===== src/rtl/enc_pkg.sv =====
`default_nettype none
// ============================================================================
//  Module      : enc_pkg
//  Description : Shared quadrature-encoder types, direction decode and the
//                default sample divider.
//  Revision    : 1.0
// ============================================================================
package enc_pkg;

    typedef enum logic [1:0] {
        Q00 = 2'b00,
        Q01 = 2'b01,
        Q11 = 2'b11,
        Q10 = 2'b10
    } quad_state_t;

    typedef enum logic [1:0] {
        QD_NONE = 2'd0,
        QD_UP   = 2'd1,
        QD_DOWN = 2'd2,
        QD_ERR  = 2'd3
    } quad_dir_t;

    localparam int c_SAMPLE_DIV_DEFAULT = 1_000_000;

    // Position around the clockwise cycle Q00->Q01->Q11->Q10
    function automatic logic [1:0] quad_pos(input logic [1:0] s);
        logic [1:0] w_pos;
        case (s)
            Q00:     w_pos = 2'd0;
            Q01:     w_pos = 2'd1;
            Q11:     w_pos = 2'd2;
            default: w_pos = 2'd3;
        endcase
        return w_pos;
    endfunction

    function automatic quad_dir_t quad_dir(input logic [1:0] prev, input logic [1:0] cur);
        logic [1:0] w_delta;
        quad_dir_t  w_dir;
        w_delta = quad_pos(cur) - quad_pos(prev);
        case (w_delta)
            2'd0:    w_dir = QD_NONE;
            2'd1:    w_dir = QD_UP;
            2'd3:    w_dir = QD_DOWN;
            default: w_dir = QD_ERR;
        endcase
        return w_dir;
    endfunction

endpackage
`default_nettype wire


===== src/rtl/enc_debounce.sv =====
`default_nettype none
// ============================================================================
//  Module      : enc_debounce
//  Description : Encoder synchroniser, sample tick and two-sample stability
//                check. stable_vld pulses on a tick whose sample matches the
//                previous tick's sample.
//  Revision    : 1.0
// ============================================================================
module enc_debounce
    import enc_pkg::*;
#(
    parameter int SAMPLE_DIV = c_SAMPLE_DIV_DEFAULT
) (
    input  logic       CLK,
    input  logic       RST,
    input  logic [1:0] encoder,
    output logic       tick,
    output logic [1:0] stable,
    output logic       stable_vld
);

    localparam int c_CNT_W = (SAMPLE_DIV > 1) ? $clog2(SAMPLE_DIV) : 1;

    logic [c_CNT_W-1:0] r_cnt;
    logic [1:0]         r_sync1;
    logic [1:0]         r_sync2;
    logic [1:0]         r_smp;
    logic               w_tick;

    assign w_tick = (r_cnt == c_CNT_W'(SAMPLE_DIV - 1));

    always_ff @(posedge CLK) begin
        if (RST) begin
            r_cnt   <= '0;
            r_sync1 <= 2'b00;
            r_sync2 <= 2'b00;
            r_smp   <= 2'b00;
        end else begin
            r_sync1 <= encoder;
            r_sync2 <= r_sync1;
            if (w_tick) begin
                r_cnt <= '0;
                r_smp <= r_sync2;
            end else begin
                r_cnt <= r_cnt + 1'b1;
            end
        end
    end

    assign tick       = w_tick;
    assign stable     = r_sync2;
    assign stable_vld = w_tick && (r_sync2 == r_smp);

endmodule
`default_nettype wire


===== src/rtl/quad_encoder_bank.sv =====
`default_nettype none
// ============================================================================
//  Module      : quad_encoder_bank
//  Description : Debounced quadrature encoder stepping one of NREGS operand
//                registers, with wrap/saturate, clear, error and step pulses.
//  Revision    : 1.0
// ============================================================================
module quad_encoder_bank
    import enc_pkg::*;
#(
    parameter int WIDTH      = 4,
    parameter int NREGS      = 2,
    parameter int SAMPLE_DIV = c_SAMPLE_DIV_DEFAULT,
    parameter int QDIV       = 1,
    parameter int SATURATE   = 0,
    parameter int SEL_W      = $clog2(NREGS)
) (
    input  logic                   CLK,
    input  logic                   RST,
    input  logic [1:0]             ENCODER,
    input  logic [SEL_W-1:0]       REG_SEL,
    input  logic                   CLR,
    output logic [NREGS*WIDTH-1:0] VALUES,
    output logic                   STEP,
    output logic                   DIR_UP,
    output logic                   ENC_ERR,
    output logic [NREGS-1:0]       LED_SEL
);

    localparam logic signed [3:0] c_QDIV = QDIV[3:0];

    logic                    w_tick;
    logic [1:0]              w_stable;
    logic                    w_stable_vld;
    quad_dir_t               w_dir;
    logic signed [3:0]       w_acc_next;
    logic                    w_cnt_up;
    logic                    w_cnt_dn;
    logic                    w_err;
    logic                    w_sel_ok;
    logic [WIDTH-1:0]        w_cur;
    logic [WIDTH-1:0]        w_new;
    logic [NREGS-1:0]        w_led;

    logic [WIDTH-1:0]        r_vals [NREGS];
    logic signed [3:0]       r_acc;
    logic [1:0]              r_prev;
    logic                    r_prev_valid;
    logic                    r_step;
    logic                    r_dir_up;
    logic                    r_err;
    logic [NREGS-1:0]        r_led;

    enc_debounce #(
        .SAMPLE_DIV (SAMPLE_DIV)
    ) u_debounce (
        .CLK        (CLK),
        .RST        (RST),
        .encoder    (ENCODER),
        .tick       (w_tick),
        .stable     (w_stable),
        .stable_vld (w_stable_vld)
    );

    assign w_sel_ok = (32'(REG_SEL) < NREGS);

    always_comb begin
        w_dir      = quad_dir(r_prev, w_stable);
        w_acc_next = r_acc;
        w_cnt_up   = 1'b0;
        w_cnt_dn   = 1'b0;
        w_err      = 1'b0;
        if (w_stable_vld && r_prev_valid) begin
            case (w_dir)
                QD_UP:   w_acc_next = r_acc + 4'sd1;
                QD_DOWN: w_acc_next = r_acc - 4'sd1;
                QD_ERR: begin
                    w_err      = 1'b1;
                    w_acc_next = '0;
                end
                default: w_acc_next = r_acc;
            endcase
        end
        // A full detent consumes the accumulator
        if (w_acc_next == c_QDIV) begin
            w_cnt_up   = 1'b1;
            w_acc_next = '0;
        end else if (w_acc_next == -c_QDIV) begin
            w_cnt_dn   = 1'b1;
            w_acc_next = '0;
        end

        w_cur = '0;
        for (int k = 0; k < NREGS; k++) begin
            if (REG_SEL == SEL_W'(k)) w_cur = r_vals[k];
        end

        w_new = w_cur;
        if (w_cnt_up) begin
            if (!((SATURATE != 0) && (w_cur == {WIDTH{1'b1}}))) w_new = w_cur + 1'b1;
        end else if (w_cnt_dn) begin
            if (!((SATURATE != 0) && (w_cur == '0))) w_new = w_cur - 1'b1;
        end
    end

    generate
        for (genvar k = 0; k < NREGS; k++) begin : g_led
            assign w_led[k] = (REG_SEL == SEL_W'(k));
        end
    endgenerate

    always_ff @(posedge CLK) begin
        if (RST) begin
            for (int k = 0; k < NREGS; k++) r_vals[k] <= '0;
            r_acc        <= '0;
            r_prev       <= 2'b00;
            r_prev_valid <= 1'b0;
            r_step       <= 1'b0;
            r_dir_up     <= 1'b0;
            r_err        <= 1'b0;
            r_led        <= '0;
        end else begin
            r_led  <= w_led;
            r_step <= 1'b0;
            r_err  <= w_err;
            if (w_tick) r_acc <= CLR ? 4'sd0 : w_acc_next;
            if (w_stable_vld) begin
                r_prev       <= w_stable;
                r_prev_valid <= 1'b1;
            end
            // Clear takes priority over a coincident count
            for (int k = 0; k < NREGS; k++) begin
                if (w_tick && (REG_SEL == SEL_W'(k))) begin
                    if (CLR) r_vals[k] <= '0;
                    else if (w_cnt_up || w_cnt_dn) r_vals[k] <= w_new;
                end
            end
            if (w_tick && !CLR && w_sel_ok && (w_cnt_up || w_cnt_dn)) begin
                r_dir_up <= w_cnt_up;
                r_step   <= (w_new != w_cur);
            end
        end
    end

    generate
        for (genvar k = 0; k < NREGS; k++) begin : g_pack
            assign VALUES[k*WIDTH +: WIDTH] = r_vals[k];
        end
    endgenerate

    assign STEP    = r_step;
    assign DIR_UP  = r_dir_up;
    assign ENC_ERR = r_err;
    assign LED_SEL = r_led;

endmodule
`default_nettype wire


===== config.mk =====
export PLATFORM = sky130hd
export DESIGN_NAME = quad_encoder_bank
export DESIGN_NICKNAME = d
export VERILOG_FILES = /design/src/rtl/enc_pkg.sv /design/src/rtl/enc_debounce.sv /design/src/rtl/quad_encoder_bank.sv
export SDC_FILE = /design/constraint.sdc
export NUM_CORES = 1
export LEC_CHECK = 0
export CAP_MARGIN = 20
export CORE_ASPECT_RATIO = 0.8
export CORE_MARGIN = 1
export CORE_UTILIZATION = 30
export DETAILED_ROUTE_END_ITERATION = 10
export MAX_ROUTING_LAYER = met4
export PLACE_DENSITY_LB_ADDON = 0.2
export SLEW_MARGIN = 10
export SYNTH_ARGS = -nofsm -noshare
export SYNTH_HDL_FRONTEND = slang
export SYNTH_SLANG_ARGS = --single-unit

===== constraint.sdc =====
create_clock -name CLK -period 3.2 [get_ports CLK]
set_input_delay 0.96 -clock CLK [delete_from_list [all_inputs] [get_ports CLK]]
set_output_delay 0.96 -clock CLK [all_outputs]
set_load 0.02 [all_outputs]

==> Yosys cells after proc, flatten, opt, wreduce, memory -nomap -nowiden <==
Memory sizes are Yosys's and may differ from the RTL's.
Cells that the tools add are included.
{ "word_totals": {"register_bits": 38, "latch_bits": 0, "ramBits": 8, "mem_bits_ro": 0, "input_bits": 6, "wordCells": 89, "mem_count": 1} }
{ "mem_list": {"columns": ["memory", "depth", "width", "read_ports", "rd_ports_with_merged_regs", "write_ports", "line", "rtl"], "rows": [
  ["r_vals", 2, 4, 2, 0, 2, "quad_encoder_bank.sv:45", "logic [WIDTH-1:0] r_vals [NREGS];"]
]} }
{ "op_classes": {"n_addsub": 6, "n_mul": 0, "n_div": 0, "n_lt_le_gt_ge": 0, "eq_ne": 14, "n_shift": 0, "n_mux": 36, "bitwise": 7, "reduce_logical": 14} }
{ "ops": {"columns": ["op", "n"], "rows": [
  ["$mux 4", 11],
  ["$mux 1", 21],
  ["$add 20x1->20 const B", 1],
  ["$eq 20x20->1 const B", 1],
  ["$pmux 2 s3", 3],
  ["$pmux 4 s3", 1],
  ["$eq 2x2->1 const B", 5],
  ["$eq 2x1->1 const B", 4],
  ["$logic_and 1x1->1", 6],
  ["$logic_not 2->1", 3],
  ["$reduce_or 2->1", 3],
  ["$add 4x1->4 const B", 1],
  ["$add 4x2->4 const B", 1],
  ["$eq 4x1->1 const B", 1],
  ["$eq 4x2->1 const B", 1],
  ["$ne 4x4->1", 1],
  ["$or 1x1->1", 4],
  ["$sub 4x1->4 const B", 1],
  ["$sub 4x2->4 const B", 1],
  ["$not 1->1", 3],
  ["$eq 2x2->1", 1],
  ["$sub 2x2->2", 1],
  ["$logic_not 1->1", 1],
  ["$logic_or 1x1->1", 1]
]} }

==> Logic depth before layout (Yosys ltp) <==
Gate-level depths: netlist of run 1.
{ "depth": {"word_depth": 18, "mapped_depth": 15, "depth_no_buf": 15} }

==> Cells and area by module <==
From an unflattened synthesis of run 1, not the netlist that was laid out.
{ "hier_totals": {"cells_unflattened": 271, "hier_area_um2": 2484.9} }
{ "by_module_without_submodules": {"columns": ["module", "instances", "cells_per_inst", "area_per_inst_um2", "seq_area_each_um2"], "rows": [
  ["quad_encoder_bank", 1, 141, 1331.3, 480.5],
  ["enc_debounce", 1, 130, 1153.6, 520.5]
]} }

==> Worst setup path before layout of run 1 <==
OpenSTA, ideal clock, no wires.
{ "synth_path": {"path_type": "reg-to-reg", "start": "register u_debounce.r_sync2[0], in the netlist u_debounce.stable[0]", "end": "memory r_vals[0][0] (enable)", "setup_ps": 339, "arrival_time_ps": 3196, "required_ps": 2861, "path_slack_ps": -336, "path_stages_with_launch": 15, "path_cell_list": "dfxtp_1 > inv_1 > ha_1 > ha_1 > xnor3_1 > nor2_1 > xnor2_1 > ha_1 > nor2b_1 > o22ai_1 > o311ai_2 > a211o_1 > mux2i_4 > nand2_1 > a21oi_1"} }
{ "synth_lines": {"columns": ["element", "line", "rtl"], "rows": [
  ["from (decl)", "enc_debounce.sv:26", "logic [1:0] r_sync2;"],
  ["from (signal assigned)", "enc_debounce.sv:40", "r_sync2 <= r_sync1;"],
  ["to (decl)", "quad_encoder_bank.sv:45", null]
]} }

==> run_results.csv, run 1 <==
group,metric,value,unit
clock_tree,htree_levels,2,
logic_synthesis,synth_flop_cell,"dfxtp_1",
clock_tree,cts_buffers,5,
setup_path,worstPathMaxFanout,5,
logic_synthesis,synth.ff_latch_count,46,
status,violations,"negative setup slack",
clock_tree,tritoncts,"yes",
global_route,grt_overflow,0,
power_and_ir_drop,p_leak,1.31,nW
logic_synthesis,yosysSeqAreaShare,38.7,%
sta,clock.fmax,0.307,GHz
global_route,grt_max_degree,19,
clock_tree,clockBufferDepth,2,
logic_synthesis,synth_edf_count,8,
sta,fin_crit_sh,102,%
sta,relSlewSlack,65.5,%
routing,vias_per_cell,4.85,
logic_synthesis,syn_nets,294,
logic_synthesis,async_flop_share,0,%
logic_synthesis,yosys-top-cells-count,"38 x dfxtp_1, 34 x nor2_1, 21 x nand2_1, 16 x a21oi_1, 13 x inv_1",
sta,rsz0062_at_grt,"true",
global_route,grt_pass1_wl,9780,µm
setup_path,critical_path_required,3.21,ns
setup_path,crit_start,"r_prev[0]",
clock_tree,clkLatencyLatePin,0.31,ns
setup_path,path_class,"reg -> reg",
routing,drt-initial-drc-count,83,
place,place.gp.congestion,0.789,
place,port_buffers,18,
routing,via_count,2111,
logic_synthesis,yosysUniqueCellTypes,58,
floorplanning,io_pins,19,
setup_path,arrival,3.27,ns
layout,final_cells,435,
global_route,antenna_found_initial,0,
floorplanning,die_area,0.00900,mm²
routing,wl_per_cell,13.9,µm
layout,drive_gt1_share,26.6,%
logic_synthesis,synth_warnings,0,
setup_path,reg2reg_slack,-0.06,ns
global_route,track_usage,14.4,%
setup_path,reg2reg_from,"r_prev[0]",
floorplanning,rows,29,
sta,whs,0.444,ns
logic_synthesis,synth_top_area_share,29.4,%
layout,layout-area-overhead-vs-synth,31.6,%
clock_tree,clkTransAtPathRegs,0.10,ns
routing,wirelength,6040,µm
flow_run,cap_violations,0,
clock_tree,hold_buffers,0,
logic_synthesis,syn_area_per_cell,9.27,µm²
floorplanning,die_w,106,µm
global_route,grt_pass1_vias,2013,
worst_hold_path,hp-class,"reg -> reg",
sta,final_max_slew_viol_count,0,
routing,drtAntennaViolNets,0,
floorplanning,coreArea,0.00813,mm²
sta,setup_violations,13,
floorplanning,die_y,85.0,µm
logic_synthesis,synthCells,279,
clock_tree,root_buffer,"clkbuf_8",
clock_tree,cts.sinks,46,
sta,finalHoldViolations,0,
logic_synthesis,syn_area,0.00259,mm²
sta,setup_slack,-0.0617,ns
logic_synthesis,synth_most_common_cell,"dfxtp_1",
sta,min_period,3.26,ns
place,post-place-ws,-0.0774,ns
setup_path,cp-endpoint,"r_vals[0][0]",
setup_path,start_kind,"register",
logic_synthesis,yosys.area.top_type,"dfxtp_1",
layout,diodes,0,
setup_path,ff2ff_path_depth,16,
place,dp.cells,418,
status,status,"finished, violations left",
place,dp_hpwl,4360,µm
power_and_ir_drop,cellPowerDensity,348,mW/mm²
routing,drc,0,
sta,worstMarginPinSlew,0.516,ns
setup_path,crit_path_end_kind,"register",
sta,finalClockSkew,0.00873,ns
routing,drtPass1Iterations,4,
logic_synthesis,ys_top_cells_by_area,"dfxtp_1 29%, edfxtp_1 9.3%, nor2_1 4.9%",
setup_path,r2r-end,"r_vals[0][0]",
power_and_ir_drop,worst_ir_drop_vdd,0.141,mV
power_and_ir_drop,total_power,1.19,mW
floorplanning,start_util,31.8,%
worst_hold_path,hold_start,"u_debounce.r_sync1[1]",
layout,nets,341,
## how the worst min path moves through the flow
stage                      endpoint  slack [ns]  depth (start not counted)
2_1_floorplan  u_debounce.stable[0]        0.41                          1
3_3_place_gp   u_debounce.stable[1]        0.42                          1
3_5_place_dp   u_debounce.stable[1]        0.43                          1
4_1_cts        u_debounce.stable[1]        0.45                          1
5_1_grt        u_debounce.stable[0]        0.47                          1
6_report       u_debounce.stable[1]        0.44                          1
## cell type report
class                   count  area, µm²
fillers                   795       4720
multi-input cells         212       1680
flip-flops and latches     46       1000
repair buffers             48        420
well taps                 108        135
clock buffers               5       68.8
inverters                  13       51.3
clock inverters             3       48.8
## routing by layer
metal	global-route usage [%]	up-vias	wire [µm]
met1	20.5	996	3220
met3	2.76	6	139
met4	4.55	0	68
li1	-	1094	-
met2	20.4	15	2620
met5	-	-	0
## worst max-delay path, stage by stage (launching register included)
cell and delay (ns):
dfxtp_2 0.35, inv_2 0.05, ha_4 0.27, inv_4 0.03
ha_4 0.15, xnor3_2 0.37, nor2_2 0.13, xnor2_1 0.12
ha_2 0.26, buf_6 0.11, nor3_2 0.03, nand3_2 0.08
o311ai_4 0.14, a211o_1 0.35, mux2i_4 0.20, nand2_4 0.10
a21oi_4 0.22
## cell families after synthesis
logic type	after synthesis	share of synthesized area (%)
xor+xnor	20	7.89
fa+ha+maj	9	4.35
buf+inv	21	3.34
simple gates	129	29.3
flops	46	38.7
compound gates	44	12.0
mux	10	4.40
## flip-flops by register name, indices dropped and copies added (netlist names)
register,count
DIR_UP,1
ENC_ERR,1
LED_SEL,2
STEP,1
r_acc,4
r_prev,2
r_prev_valid,1
r_vals,8
u_debounce.r_cnt,20
u_debounce.r_smp,2
u_debounce.r_sync1,2
u_debounce.stable,2
## per-stage QoR
| stage | area (µm²) | TNS, ns | utilization (%) |
|---|---|---|---|
| after floorplan | 2600 | -0.0323 | - |
| after global placement | 3030 | 0 | 37.3 |
| after detailed placement | 3030 | -0.661 | 37.3 |
| after CTS | 3180 | 0 | 39.2 |
| after global routing | 3400 | -3.12 | 41.9 |
| final | 3400 | -0.483 | 41.9 |
## placed cells by master (no fill, tap or decap), types with 4 or more instances in the layout
| cell type | netlist | routed |
|---|---|---|
| a21oi_1 | 16 | 10 |
| a21oi_2 | 0 | 4 |
| and2_1 | 4 | 4 |
| and3_1 | 5 | 5 |
| buf_4 | 0 | 26 |
| buf_6 | 1 | 4 |
| clkbuf_8 | 0 | 5 |
| clkdlybuf4s50_1 | 0 | 18 |
| dfxtp_1 | 38 | 35 |
| edfxtp_1 | 8 | 8 |
| ha_1 | 9 | 5 |
| inv_1 | 13 | 11 |
| mux2i_1 | 8 | 8 |
| nand2_1 | 21 | 18 |
| nand3_1 | 12 | 10 |
| nand3_2 | 2 | 4 |
| nand4_1 | 4 | 4 |
| nor2_1 | 34 | 32 |
| nor2b_1 | 6 | 5 |
| nor3_1 | 9 | 6 |
| nor3_2 | 1 | 4 |
| nor4_1 | 4 | 4 |
| o21ai_0 | 6 | 5 |
| or3_1 | 6 | 5 |
| xnor2_1 | 7 | 7 |
| xor2_1 | 11 | 11 |
## where the power goes
part	leakage (nW)	total [mW]	internal, mW	switching, mW
registers	0.380	0.611	0.601	0.00964
logic	0.869	0.112	0.0506	0.0618
clock network	0.0563	0.463	0.238	0.224
total	1.31	1.19	0.890	0.296
## timing repair
item	in CTS	in global routing
endpoints found under the setup margin	13	20
resized for setup	5	39
setup buffers	1	8
pin swaps	3	21
Power figures use the tool's default switching activity.
==> inputs of run 2 (changes only) <==
--- a/constraint.sdc
+++ b/constraint.sdc
@@ -3,2 +3,2 @@
 set_output_delay 0.96 -clock CLK [all_outputs]
-set_load 0.02 [all_outputs]
+set_load 0.1 [all_outputs]
==> run_results.csv, run 2 (synthesis results as in run 1) <==
group,metric,value,unit
layout,mostFrequentLayoutCell,"buf_4",
clock_tree,cts.sinks,46,
setup_path,cp_cell_sequence,"inv_2, ha_4, nor2_4, xnor3_2, nor2_2, xnor2_1, ha_2, nor2_2, o22ai_2, o311ai_4, a211o_1, mux2i_4, nand2_4, a21oi_4",
routing,drc,0,
floorplanning,die_area,0.00900,mm²
global_route,gr-max-usage-layer,"met2",
place,place.gp.congestion,0.804,
layout,top_regs,"u_debounce.r_cnt x20, r_vals x8, r_acc x4",
setup_path,worstPathMaxFanout,5,
global_route,track_usage,15.3,%
sta,relSlewSlack,64.7,%
routing,vias_per_cell,4.92,
flow_run,cap_violations,0,
power_and_ir_drop,cellPowerDensity,368,mW/mm²
place,port_buffers,18,
power_and_ir_drop,combPwrFrac,13.0,%
place,dp.cells,417,
sta,rsz0062_at_grt,"true",
sta,finalClockSkew,0.00824,ns
worst_hold_path,hold_depth,1,
floorplanning,io_pins,19,
setup_path,slowest_stage,"xnor3_2",
layout,regMostFlops,"u_debounce.r_cnt",
routing,drtPass1Iterations,4,
setup_path,crit_path_end_kind,"register",
layout,multi_input_area,0.00169,mm²
sta,min_period,3.14,ns
sta,setup_violations,0,
sta,final_max_slew_viol_count,0,
global_route,antenna_found_initial,0,
status,status,"finished, final reports clean",
sta,fin_crit_sh,98.1,%
clock_tree,tritoncts,"yes",
place,dp_hpwl,4430,µm
clock_tree,root_buffer,"clkbuf_8",
power_and_ir_drop,worst_ir_drop_vdd,0.150,mV
setup_path,arrival,3.15,ns
floorplanning,coreArea,0.00813,mm²
power_and_ir_drop,power.switching,0.347,mW
floorplanning,start_util,31.8,%
layout,largest_reg_flops,20,
layout,final_cells,432,
routing,wirelength,6120,µm
global_route,grt_max_degree,19,
clock_tree,clkTransAtPathRegs,0.10,ns
clock_tree,clkLatencyLatePin,0.31,ns
floorplanning,rows,29,
global_route,grt_use_met2,22.0,%
layout,mostFrequentLayoutCells,"38 x buf_4, 34 x dfxtp_1, 30 x nor2_1",
worst_hold_path,hp-class,"reg -> reg",
setup_path,start_kind,"register",
setup_path,ff2ff_path_depth,14,
setup_path,reg2reg_slack,0.06,ns
setup_path,r2r-end,"r_vals[1][2]",
power_and_ir_drop,power_frac_seq,49.4,%
clock_tree,htree_levels,2,
sta,finalHoldViolations,0,
sta,whs,0.444,ns
power_and_ir_drop,power.internal,0.889,mW
sta,clock.fmax,0.319,GHz
setup_path,cpMostUsedCell,"nor2_2",
global_route,met1_usage,21.7,%
clock_tree,cts_buffers,5,
power_and_ir_drop,p_leak,1.30,nW
power_and_ir_drop,clockPowerShare,37.6,%
setup_path,path_class,"reg -> reg",
routing,drtAntennaViolNets,0,
setup_path,reg2reg_from,"r_prev[0]",
floorplanning,die_y,85.0,µm
clock_tree,clockBufferDepth,2,
worst_hold_path,hold_end,"u_debounce.stable[1]",
routing,via_count,2127,
worst_hold_path,hold_start,"u_debounce.r_sync1[1]",
layout,drive_gt1_share,29.9,%
global_route,grt_pass1_vias,2083,
layout,utilization,41.3,%
global_route,grt_overflow,0,
layout,layout-area-overhead-vs-synth,29.8,%
layout,seqCellArea,0.00101,mm²
layout,fill_cells,841,
setup_path,critical_path_required,3.21,ns
floorplanning,die_w,106,µm
clock_tree,hold_buffers,0,
power_and_ir_drop,switching_share,28.1,%
setup_path,slowest_delay,0.43,ns
sta,worstMarginPinSlew,0.526,ns
layout,diodes,0,
global_route,grt_use_met3,2.76,%
routing,wl_per_cell,14.2,µm
global_route,grt_pass1_wl,10500,µm
layout,nets,338,
routing,drt-initial-drc-count,58,
## run 2: worst max-delay path: cells and delay by family (launching register included)
family,cells,cell delay [ns]
AOI/OAI and AO/OA,4,0.92
muxes,1,0.20
buffers and inverters,1,0.05
xor gates and xnor gates,2,0.55
and+or+nand+nor,4,0.36
DFF,1,0.35
adders and majority gates,2,0.40
## run 2: per-layer routing
| metal | share of wire [%] | wire length, µm |
|---|---|---|
| met1 | 53 | 3220 |
| met2 | 43 | 2630 |
| met3 | 2.9 | 180 |
| met4 | 1.4 | 87 |
| met5 | 0 | 0 |
## run 2: stage by stage
stage               setup TNS (ns)  power, mW  cell area, µm²  setup slack, ns
floorplan                  -0.0323      0.732            2600         -0.00403
global placement                 0      0.774            2990          0.00952
detailed placement           -1.05      0.774            2990           -0.114
CTS                              0       1.24            3200           0.0199
global route                 -1.64       1.29            3360           -0.135
finish                           0       1.24            3360           0.0606
## run 2: cell type report
cell class                      count  share of cell area (%)
Multi-Input combinational cell    212                    50.3
Timing Repair Buffer               45                    10.7
Sequential cell                    46                    30.0
Clock buffer                        5                    2.05
Clock inverter                      3                    1.45
Tap cell                          108                    4.03
Inverter                           13                    1.45
## run 2: worst max-delay path by stage
| stage | startpoint | cells past startpoint | slack, ns | end |
|---|---|---|---|---|
| 6_report | r_prev[0] | 14 | 0.06 | r_vals[1][2] |
| 5_1_grt | r_prev[0] | 15 | -0.13 | r_vals[1][2] |
| 4_1_cts | r_prev[0] | 15 | 0.02 | r_vals[0][1] |
| 3_5_place_dp | r_prev[0] | 15 | -0.11 | r_vals[1][3] |
| 3_3_place_gp | r_prev[0] | 15 | 0.01 | r_vals[0][3] |
| 2_1_floorplan | u_debounce.stable[0] | 14 | -0.004 | r_vals[0][0] |
## run 2: timing repair
| action | in CTS | in global routing |
|---|---|---|
| setup buffers | 2 | 5 |
| endpoints found under the setup margin | 15 | 21 |
| resized for setup | 16 | 28 |
| pin swaps | 8 | 16 |
## run 2: power groups by stage
stage               combinational [mW]  clock, mW  sequential [mW]
finish                           0.161      0.464            0.611
global route                     0.172      0.500            0.613
CTS                              0.155      0.476            0.611
detailed placement               0.150          0            0.624
global placement                 0.150          0            0.624
floorplan                       0.0508          0            0.681
